### src/rtl/tcp_syn_initiator_pkg.sv
// Shared types, beat field offsets and TCP constants for the
// active-open handshake block.
package tcp_syn_initiator_pkg;

    localparam int unsigned DATA_W  = 512;
    localparam int unsigned EMPTY_W = 6;

    typedef struct packed {
        logic               valid;
        logic               sop;
        logic               eop;
        logic               error;
        logic [DATA_W-1:0]  data;
        logic [EMPTY_W-1:0] empty;
    } avalonst_t;

    // MSB index of each field inside the single-beat frame
    localparam int unsigned OFF_DST_MAC  = 511;
    localparam int unsigned OFF_SRC_MAC  = 463;
    localparam int unsigned OFF_ETHTYPE  = 415;
    localparam int unsigned OFF_IP_VIT   = 399;
    localparam int unsigned OFF_IP_LEN   = 383;
    localparam int unsigned OFF_IP_IDF   = 367;
    localparam int unsigned OFF_IP_TTL   = 335;
    localparam int unsigned OFF_IP_PROTO = 327;
    localparam int unsigned OFF_IP_CSUM  = 319;
    localparam int unsigned OFF_SRC_IP   = 303;
    localparam int unsigned OFF_DST_IP   = 271;
    localparam int unsigned OFF_SRC_PORT = 239;
    localparam int unsigned OFF_DST_PORT = 223;
    localparam int unsigned OFF_SEQ      = 207;
    localparam int unsigned OFF_ACK      = 175;
    localparam int unsigned OFF_FLAGS    = 143;

    localparam logic [15:0] ETHTYPE_IPV4 = 16'h0800;
    localparam logic [15:0] IP_VIT       = 16'h4500;
    localparam logic [15:0] IP_LEN       = 16'd40;
    localparam logic [31:0] IP_IDF       = 32'h0000_4000;
    localparam logic [7:0]  IP_TTL       = 8'd10;
    localparam logic [7:0]  IP_PROTO_TCP = 8'h06;

    localparam logic [15:0] TCP_FLAG_SYN = 16'h0002;
    localparam logic [15:0] TCP_FLAG_ACK = 16'h0010;
    localparam int unsigned FLAG_BIT_SYN = 1;
    localparam int unsigned FLAG_BIT_ACK = 4;

    typedef enum logic [2:0] {
        ST_IDLE,
        ST_SEND_SYN,
        ST_WAIT_SYNACK,
        ST_SEND_ACK,
        ST_ESTABLISHED,
        ST_FAILED
    } tcp_init_state_e;

    typedef struct packed {
        logic [47:0] local_mac;
        logic [47:0] peer_mac;
        logic [31:0] local_ip;
        logic [31:0] peer_ip;
        logic [15:0] local_port;
        logic [15:0] peer_port;
    } tcp_ep_t;

    typedef struct packed {
        tcp_ep_t     ep;
        logic [31:0] isn;
    } tcp_cfg_t;

endpackage

### src/rtl/avalonst_if.sv
// Avalon-ST style packet stream: 512b data, 6b empty, valid/ready.
interface avalonst_if;

    logic         valid;
    logic         ready;
    logic         sop;
    logic         eop;
    logic         error;
    logic [511:0] data;
    logic [5:0]   empty;

    modport src (
        output valid, sop, eop, error, data, empty,
        input  ready
    );

    modport sink (
        input  valid, sop, eop, error, data, empty,
        output ready
    );

endinterface

### src/rtl/tcp_syn_initiator_hdr_build.sv
// Combinational Ethernet/IPv4/TCP beat builder for SYN and ACK frames.
module tcp_hdr_build
    import tcp_syn_initiator_pkg::*;
(
    input  tcp_ep_t            ep,
    input  logic [31:0]        seq,
    input  logic [31:0]        ack,
    input  logic [15:0]        flags,
    output logic [DATA_W-1:0]  data
);

    always_comb begin
        data = '0;
        data[OFF_DST_MAC  -: 48] = ep.peer_mac;
        data[OFF_SRC_MAC  -: 48] = ep.local_mac;
        data[OFF_ETHTYPE  -: 16] = ETHTYPE_IPV4;
        data[OFF_IP_VIT   -: 16] = IP_VIT;
        data[OFF_IP_LEN   -: 16] = IP_LEN;
        data[OFF_IP_IDF   -: 32] = IP_IDF;
        data[OFF_IP_TTL   -: 8]  = IP_TTL;
        data[OFF_IP_PROTO -: 8]  = IP_PROTO_TCP;
        data[OFF_IP_CSUM  -: 16] = 16'h0000;
        data[OFF_SRC_IP   -: 32] = ep.local_ip;
        data[OFF_DST_IP   -: 32] = ep.peer_ip;
        data[OFF_SRC_PORT -: 16] = ep.local_port;
        data[OFF_DST_PORT -: 16] = ep.peer_port;
        data[OFF_SEQ      -: 32] = seq;
        data[OFF_ACK      -: 32] = ack;
        data[OFF_FLAGS    -: 16] = flags;
    end

endmodule

### src/rtl/tcp_syn_initiator.sv
// Active-open TCP handshake: sends SYN, matches SYN-ACK, sends ACK,
// retries the SYN on timeout and gives up after MAX_RETRIES resends.
module tcp_syn_initiator
    import tcp_syn_initiator_pkg::*;
#(
    parameter int unsigned NOC_RADIX      = 16,
    parameter int unsigned NUM_VC         = 2,
    parameter int unsigned DEST_NODE      = 4,
    parameter int unsigned TIMEOUT_CYCLES = 1024,
    parameter int unsigned MAX_RETRIES    = 3
) (
    input  logic                         clk,
    input  logic                         reset,
    avalonst_if.src                      out,
    avalonst_if.sink                     in_reply,
    input  logic                         i_start,
    input  logic                         i_abort,
    input  logic [47:0]                  i_local_mac,
    input  logic [47:0]                  i_peer_mac,
    input  logic [31:0]                  i_local_ip,
    input  logic [31:0]                  i_peer_ip,
    input  logic [15:0]                  i_local_port,
    input  logic [15:0]                  i_peer_port,
    input  logic [31:0]                  i_isn,
    output logic [$clog2(NOC_RADIX)-1:0] o_noc_dst,
    output logic [$clog2(NUM_VC)-1:0]    o_vc_id,
    output logic                         o_established,
    output logic                         o_failed,
    output logic [31:0]                  o_peer_seq,
    output logic [15:0]                  o_drop_cnt
);

    localparam int unsigned DST_W = $clog2(NOC_RADIX);
    localparam int unsigned TMO_W = $clog2(TIMEOUT_CYCLES) + 1;
    localparam logic [TMO_W-1:0] TMO_LAST = TMO_W'(TIMEOUT_CYCLES - 1);
    localparam logic [15:0] RETRY_MAX = 16'(MAX_RETRIES);

    tcp_init_state_e    state_q, state_d;
    tcp_cfg_t           cfg_q, cfg_d;
    avalonst_t          beat_q, beat_d;
    logic [TMO_W-1:0]   tmo_q, tmo_d, tmo_inc;
    logic [15:0]        retry_q, retry_d;
    logic [31:0]        peer_seq_q, peer_seq_d;
    logic [15:0]        drop_q, drop_d;

    logic               start_ok;
    logic               accept;
    logic               in_send;
    logic               in_wait;
    logic               match;
    logic               timeout;
    logic               retry_ok;
    logic               send_ack;
    logic [31:0]        tx_seq;
    logic [31:0]        tx_ack;
    logic [15:0]        tx_flags;
    logic [DATA_W-1:0]  tx_data;

    logic [15:0]        r_ethtype;
    logic [7:0]         r_proto;
    logic [15:0]        r_sport;
    logic [15:0]        r_dport;
    logic [31:0]        r_seq;
    logic [31:0]        r_ack;
    logic [15:0]        r_flags;
    logic               unused_reply;

    assign start_ok = i_start
        && (state_q == ST_IDLE || state_q == ST_FAILED);
    assign accept   = beat_q.valid && out.ready;
    assign in_send  = (state_q == ST_SEND_SYN)
        || (state_q == ST_SEND_ACK);
    assign in_wait  = (state_q == ST_WAIT_SYNACK);
    assign send_ack = (state_q == ST_SEND_ACK);

    assign r_ethtype = in_reply.data[OFF_ETHTYPE  -: 16];
    assign r_proto   = in_reply.data[OFF_IP_PROTO -: 8];
    assign r_sport   = in_reply.data[OFF_SRC_PORT -: 16];
    assign r_dport   = in_reply.data[OFF_DST_PORT -: 16];
    assign r_seq     = in_reply.data[OFF_SEQ      -: 32];
    assign r_ack     = in_reply.data[OFF_ACK      -: 32];
    assign r_flags   = in_reply.data[OFF_FLAGS    -: 16];
    assign unused_reply = ^{in_reply.data, in_reply.error,
                            in_reply.empty};

    assign match = in_wait
        && in_reply.valid && in_reply.sop && in_reply.eop
        && (r_ethtype == ETHTYPE_IPV4)
        && (r_proto == IP_PROTO_TCP)
        && (r_sport == cfg_q.ep.peer_port)
        && (r_dport == cfg_q.ep.local_port)
        && r_flags[FLAG_BIT_ACK] && r_flags[FLAG_BIT_SYN]
        && (r_ack == cfg_q.isn + 32'd1);

    // Timer reads 0 on the first WAIT cycle; WAIT lasts TIMEOUT_CYCLES-1 cycles
    assign tmo_inc  = tmo_q + TMO_W'(1);
    assign timeout  = in_wait && (tmo_inc == TMO_LAST);
    assign retry_ok = (retry_q < RETRY_MAX);

    assign tx_seq   = send_ack ? cfg_q.isn + 32'd1 : cfg_q.isn;
    assign tx_ack   = send_ack ? peer_seq_q + 32'd1 : 32'd0;
    assign tx_flags = send_ack ? TCP_FLAG_ACK : TCP_FLAG_SYN;

    tcp_hdr_build u_hdr (
        .ep    (cfg_q.ep),
        .seq   (tx_seq),
        .ack   (tx_ack),
        .flags (tx_flags),
        .data  (tx_data)
    );

    always_ff @(posedge clk) begin
        if (reset) begin
            state_q <= ST_IDLE;
        end else begin
            state_q <= state_d;
        end
    end

    always_comb begin
        state_d = state_q;
        if (i_abort) begin
            state_d = ST_IDLE;
        end else begin
            unique case (state_q)
                ST_IDLE, ST_FAILED: begin
                    if (i_start) state_d = ST_SEND_SYN;
                end
                ST_SEND_SYN: begin
                    if (accept) state_d = ST_WAIT_SYNACK;
                end
                ST_WAIT_SYNACK: begin
                    if (match) begin
                        state_d = ST_SEND_ACK;
                    end else if (timeout) begin
                        state_d = retry_ok ? ST_SEND_SYN : ST_FAILED;
                    end
                end
                ST_SEND_ACK: begin
                    if (accept) state_d = ST_ESTABLISHED;
                end
                ST_ESTABLISHED: state_d = ST_ESTABLISHED;
                default: state_d = ST_IDLE;
            endcase
        end
    end

    always_comb begin
        o_established = (state_q == ST_ESTABLISHED);
        o_failed      = (state_q == ST_FAILED);
        o_noc_dst     = beat_q.valid ? DST_W'(DEST_NODE) : '0;
    end

    always_comb begin
        cfg_d      = cfg_q;
        retry_d    = retry_q;
        tmo_d      = '0;
        peer_seq_d = peer_seq_q;
        drop_d     = drop_q;
        beat_d     = beat_q;

        if (in_wait) tmo_d = tmo_inc;
        if (match) peer_seq_d = r_seq;
        if (in_reply.valid && !match && drop_q != 16'hFFFF) begin
            drop_d = drop_q + 16'd1;
        end

        if (!i_abort && start_ok) begin
            cfg_d.ep.local_mac  = i_local_mac;
            cfg_d.ep.peer_mac   = i_peer_mac;
            cfg_d.ep.local_ip   = i_local_ip;
            cfg_d.ep.peer_ip    = i_peer_ip;
            cfg_d.ep.local_port = i_local_port;
            cfg_d.ep.peer_port  = i_peer_port;
            cfg_d.isn           = i_isn;
            retry_d             = '0;
        end
        if (!i_abort && timeout && !match && retry_ok) begin
            retry_d = retry_q + 16'd1;
        end

        // Abort discards an in-flight beat even if it is not yet accepted
        if (i_abort || accept) begin
            beat_d = '0;
        end else if (in_send && !beat_q.valid) begin
            beat_d.valid = 1'b1;
            beat_d.sop   = 1'b1;
            beat_d.eop   = 1'b1;
            beat_d.error = 1'b0;
            beat_d.empty = '0;
            beat_d.data  = tx_data;
        end
    end

    always_ff @(posedge clk) begin
        if (reset) begin
            cfg_q      <= '0;
            retry_q    <= '0;
            tmo_q      <= '0;
            peer_seq_q <= '0;
            drop_q     <= '0;
            beat_q     <= '0;
        end else begin
            cfg_q      <= cfg_d;
            retry_q    <= retry_d;
            tmo_q      <= tmo_d;
            peer_seq_q <= peer_seq_d;
            drop_q     <= drop_d;
            beat_q     <= beat_d;
        end
    end

    assign out.valid      = beat_q.valid;
    assign out.sop        = beat_q.sop;
    assign out.eop        = beat_q.eop;
    assign out.error      = beat_q.error;
    assign out.data       = beat_q.data;
    assign out.empty      = beat_q.empty;
    assign in_reply.ready = 1'b1;
    assign o_vc_id        = '0;
    assign o_peer_seq     = peer_seq_q;
    assign o_drop_cnt     = drop_q;

endmodule
### src/flat_wrapper.sv
// flat-port wrapper written by rule: the top's interface ports become plain ports
module tcp_syn_initiator_flat import tcp_syn_initiator_pkg::*;
#(
    parameter int unsigned NOC_RADIX      = 16,
    parameter int unsigned NUM_VC         = 2,
    parameter int unsigned DEST_NODE      = 4,
    parameter int unsigned TIMEOUT_CYCLES = 1024,
    parameter int unsigned MAX_RETRIES    = 3
)
  (clk, reset, i_start, i_abort, i_local_mac, i_peer_mac, i_local_ip, i_peer_ip, i_local_port, i_peer_port, i_isn, o_noc_dst, o_vc_id, o_established, o_failed, o_peer_seq, o_drop_cnt, out_valid, out_sop, out_eop, out_error, out_data, out_empty, out_ready, in_reply_valid, in_reply_sop, in_reply_eop, in_reply_error, in_reply_data, in_reply_empty, in_reply_ready);
  avalonst_if out_i ();
  avalonst_if in_reply_i ();
  input  logic clk;
  input  logic reset;
  input  logic i_start;
  input  logic i_abort;
  input  logic [47:0] i_local_mac;
  input  logic [47:0] i_peer_mac;
  input  logic [31:0] i_local_ip;
  input  logic [31:0] i_peer_ip;
  input  logic [15:0] i_local_port;
  input  logic [15:0] i_peer_port;
  input  logic [31:0] i_isn;
  output logic [$clog2(NOC_RADIX)-1:0] o_noc_dst;
  output logic [$clog2(NUM_VC)-1:0] o_vc_id;
  output logic o_established;
  output logic o_failed;
  output logic [31:0] o_peer_seq;
  output logic [15:0] o_drop_cnt;
  output wire logic [$bits(out_i.valid)-1:0] out_valid;
  output wire logic [$bits(out_i.sop)-1:0] out_sop;
  output wire logic [$bits(out_i.eop)-1:0] out_eop;
  output wire logic [$bits(out_i.error)-1:0] out_error;
  output wire logic [$bits(out_i.data)-1:0] out_data;
  output wire logic [$bits(out_i.empty)-1:0] out_empty;
  input wire logic [$bits(out_i.ready)-1:0] out_ready;
  input wire logic [$bits(in_reply_i.valid)-1:0] in_reply_valid;
  input wire logic [$bits(in_reply_i.sop)-1:0] in_reply_sop;
  input wire logic [$bits(in_reply_i.eop)-1:0] in_reply_eop;
  input wire logic [$bits(in_reply_i.error)-1:0] in_reply_error;
  input wire logic [$bits(in_reply_i.data)-1:0] in_reply_data;
  input wire logic [$bits(in_reply_i.empty)-1:0] in_reply_empty;
  output wire logic [$bits(in_reply_i.ready)-1:0] in_reply_ready;
  assign out_valid = out_i.valid;
  assign out_sop = out_i.sop;
  assign out_eop = out_i.eop;
  assign out_error = out_i.error;
  assign out_data = out_i.data;
  assign out_empty = out_i.empty;
  assign out_i.ready = out_ready;
  assign in_reply_i.valid = in_reply_valid;
  assign in_reply_i.sop = in_reply_sop;
  assign in_reply_i.eop = in_reply_eop;
  assign in_reply_i.error = in_reply_error;
  assign in_reply_i.data = in_reply_data;
  assign in_reply_i.empty = in_reply_empty;
  assign in_reply_ready = in_reply_i.ready;
  tcp_syn_initiator #(.NOC_RADIX(NOC_RADIX), .NUM_VC(NUM_VC), .DEST_NODE(DEST_NODE), .TIMEOUT_CYCLES(TIMEOUT_CYCLES), .MAX_RETRIES(MAX_RETRIES)) u_core (.clk(clk), .reset(reset), .out(out_i), .in_reply(in_reply_i), .i_start(i_start), .i_abort(i_abort), .i_local_mac(i_local_mac), .i_peer_mac(i_peer_mac), .i_local_ip(i_local_ip), .i_peer_ip(i_peer_ip), .i_local_port(i_local_port), .i_peer_port(i_peer_port), .i_isn(i_isn), .o_noc_dst(o_noc_dst), .o_vc_id(o_vc_id), .o_established(o_established), .o_failed(o_failed), .o_peer_seq(o_peer_seq), .o_drop_cnt(o_drop_cnt));
endmodule
### config.mk
export PLATFORM = sky130hd
export DESIGN_NAME = tcp_syn_initiator_flat
export DESIGN_NICKNAME = d
export VERILOG_FILES = /design/src/rtl/tcp_syn_initiator_pkg.sv /design/src/rtl/avalonst_if.sv /design/src/rtl/tcp_syn_initiator_hdr_build.sv /design/src/rtl/tcp_syn_initiator.sv /design/src/flat_wrapper.sv
export SDC_FILE = /design/constraint.sdc
export NUM_CORES = 1
export LEC_CHECK = 0
export CELL_PAD_IN_SITES_DETAIL_PLACEMENT = 1
export CELL_PAD_IN_SITES_GLOBAL_PLACEMENT = 2
export CORE_AREA = 2 2 517 519
export DETAILED_ROUTE_END_ITERATION = 10
export DIE_AREA = 0 0 519 521
export PLACE_DENSITY_LB_ADDON = 0.1
export SYNTH_ARGS = -nofsm -noshare
export SYNTH_HDL_FRONTEND = slang
export SYNTH_SLANG_ARGS = --single-unit
### constraint.sdc
create_clock -name clk -period 4.45 [get_ports clk]
set_input_delay 1.335 -clock clk [delete_from_list [all_inputs] [get_ports clk]]
set_output_delay 1.335 -clock clk [all_outputs]
set_load 0.02 [all_outputs]
==> results_dict.tcl, run 1 <==
set metrics [dict create \
    hold_ws_ps 435 \
    cts_tree "built" \
    synth_top_area_cell "dfxtp_1" \
    rsz0062_at_grt "false" \
    synth-seq-cells 561 \
    timing.critical_path.slowest_stage_cell "a2111oi_0" \
    cp-end-kind "register" \
    grt_pass1_wl_um 205000 \
    tightestPinTransition_ps 959 \
    hold_viol 0 \
    hp-start "u_core.cfg_q[82]" \
    hold_buffers 0 \
    viasPerCell 3.12 \
    required_ps 5030 \
    gp_congestion 0.712 \
    cp-start-kind "primary input" \
    nFillCells 31300 \
    yosys_warnings 0 \
    die_y_um 521 \
    io_pins 1329 \
    ys.flop_type "dfxtp_1" \
    cpLargestDelayFamily "simple AND/OR/NAND/NOR gates" \
    r2r_start "u_core.cfg_q[9]" \
    status "completed" \
    cts_made_buffers 90 \
    synth_edf_count 0 \
    grt_max_degree 94 \
    maxCapViolations 0 \
    fin_cells 7329 \
    cts.sinks 561 \
    port_buffers 676 \
    first_pass_iters 4 \
    drtIter0Drc 818 \
    insertion_delay_ps 730 \
    dp_hpwl_um 112000 \
    htree_levels 3 \
    clock_skew_ps 58.8 \
    multiInputGateArea_um2 11200 \
    die_w_um 519 \
    drv_slew 0 \
    hold_end "u_core.out.data[258]" \
    crit_type "primary input to register" \
    clkTransAtPathRegs_ps 60 \
    path_buf_inv 5 \
    synth_most_common_cell "nand2_1" \
    final_nets 4484 \
    relSlewSlack_pct 35.8 \
    max_freq_mhz 238 \
    p_per_area_nw_per_um2 367 \
    cp_common_cell "buf_4" \
    rr_endpoint "u_core.o_peer_seq[1]" \
    total_leakage_power_nw 12.1 \
    whs_path_depth 2 \
    async_reset_ff_share_pct 0 \
    syn2layout_area_growth_pct 53.6 \
    ant_nets 0 \
    cts_root_buffer "clkbuf_16" \
    place_inst 7168 \
    reg2reg_slack_ps 530 \
    netlist_area_um2 24400 \
    yosysSeqAreaShare_pct 46.0 \
    grt_pass1_vias 23700 \
    crit_arrival_ps 4790 \
    syn_avg_cell_area_um2 7.89 \
    die-area_um2 270000 \
    synth_common_cells "906 x nand2_1, 561 x dfxtp_1, 449 x a21oi_1" \
    fin_crit_sh_pct 94.6 \
    regArea_um2 11200 \
    drc_errors 0 \
    clockBufferDepth 3 \
    synth.area.top_cells "dfxtp_1 46%, nand2_1 14%, a21oi_1 9.2%" \
    setup_viol_count_final 0 \
    period_minus_slack_ps 4210 \
    drive_above_1_share_pct 6.28 \
    slowest_delay_ps 610 \
    core_area_um2 264000 \
    grtUsageTotal_pct 10.8 \
    num_rows 189 \
    vias 22900 \
    netlist.area_leader.share_pct 46.0 \
    grt_overflow 0 \
    cp_cell_sequence "clkdlybuf4s50_1, nor2b_1, a2111oi_0, buf_4, nand4_1, nor4_1, buf_4, nand4_1, nor4_1, buf_4, and4b_4, buf_12, mux2i_1, nor2_1" \
    wirelength_um 150000 \
    hp-class "register to register" \
    synthCells 3095 \
    wl_per_cell_um 20.5 \
    r2r_cells 10 \
    ir_drop_v 0.000245 \
    initial_core_util_pct 9.23 \
    synth_cell_type_count 68 \
    antenna_found_initial 48 \
    cp_max_fo 21 \
]
-- tightest hold or removal path, cell delays in order (launching register included) --
cell and delay, ps:
dfxtp_1 310, nand2_1 50, a21oi_1 50
-- registers in the layout, indices dropped and copies added (netlist names) --
name	count
u_core.out.data	259
u_core.o_peer_seq	32
u_core.tmo_q	11
u_core.state_q	3
u_core.o_drop_cnt	16
u_core.cfg_q	224
u_core.retry_q	16
-- routing by layer --
layer	global-route usage [%]	vias to the layer above	part of all wire [%]
met5	0	-	0.18
met4	3.92	44	3.3
met2	17.1	756	45
li1	-	11000	-
met3	4.21	217	8.6
met1	13.2	10900	43
-- cell type report --
| class | instances | area share (%) |
|---|---|---|
| Sequential cell | 561 | 29.9 |
| Multi-Input combinational cell | 2297 | 29.9 |
| Timing Repair Buffer | 764 | 20.5 |
| Tap cell | 3533 | 11.8 |
| Clock buffer | 132 | 6.91 |
| Clock inverter | 23 | 0.801 |
| Inverter | 13 | 0.130 |
| Antenna cell | 6 | 0.0400 |
-- worst max path at each step --
| stage | endpoint | start | cells past startpoint | slack (ps) |
|---|---|---|---|---|
| after global placement | u_core.retry_q[9] | in_reply_data[165] | 13 | -770 |
| after CTS | u_core.retry_q[14] | in_reply_data[165] | 13 | 100 |
| after global routing | u_core.o_peer_seq[11] | in_reply_data[236] | 14 | 50 |
| final | u_core.o_peer_seq[1] | in_reply_data[236] | 14 | 240 |
| after detailed placement | u_core.o_peer_seq[15] | in_reply_data[165] | 13 | -720 |
| after floorplan | u_core.o_peer_seq[25] | in_reply_data[173] | 11 | 770 |
-- metrics by stage --
stage	util (%)	TNS [ps]	setup WS, ps	total power, mW	area (µm²)
finish	14.2	0	241	13.8	37500
global route	14.2	0	48.6	14.6	37500
CTS	14.2	0	95.8	14.3	37500
detailed placement	13.1	-42760	-725	6.75	34600
global placement	13.1	-45640	-772	6.75	34600
floorplan	-	0	774	6.14	25400
-- cells by family after synthesis --
family,count (synthesis),share of synthesized area [%]
muxes,36,1.48
adders and majority gates,6,0.308
DFF,561,46.0
xor gates and xnor gates,129,4.63
buffers and inverters,490,12.1
and+or+nand+nor,1295,22.6
other,2,0.0308
AOI/OAI and AO/OA,576,12.9
-- where the power goes --
group	internal [mW]	switching, mW
combinational	0.514	0.833
sequential	5.14	0.0910
clock	4.25	2.94
total	9.91	3.87
-- placed cells by master (no fill, tap or decap), types with 5 or more instances in the layout --
master	count
o21ai_1	7
nor4_1	14
buf_4	68
xnor2_1	79
buf_12	20
diode_2	6
conb_1	255
a211oi_1	35
nand4_1	42
nand2b_1	13
clkbuf_8	16
nand2_1	905
a21oi_1	449
nor2b_1	17
and2_1	9
and3_1	11
ha_1	6
and3b_1	11
nor2_1	152
clkinv_2	12
or3_1	18
clkdlybuf4s50_1	675
and4_1	5
a22oi_1	19
mux2i_1	35
o21ai_0	30
clkbuf_1	25
nand3_1	40
dfxtp_1	561
nor3_1	19
inv_1	13
xor2_1	50
or4_1	9
clkbuf_16	91
-- what timing repair did --
| action | in CTS | in global routing |
|---|---|---|
| gates resized for setup | 0 | 1 |
| setup endpoints to repair | 0 | 56 |
| setup buffers | 0 | 0 |
(Power assumes the default switching activity.)
==> run 2, diff against run 1 <==
--- a/config.mk
+++ b/config.mk
@@ -11,6 +11,7 @@
 export DETAILED_ROUTE_END_ITERATION = 10
 export DIE_AREA = 0 0 519 521
 export PLACE_DENSITY_LB_ADDON = 0.1
+export SLEW_MARGIN = 20
 export SYNTH_ARGS = -nofsm -noshare
 export SYNTH_HDL_FRONTEND = slang
 export SYNTH_SLANG_ARGS = --single-unit
==> results of run 2 <==
Same layout as run 1: the final DEF is identical, and so are final timing and power.
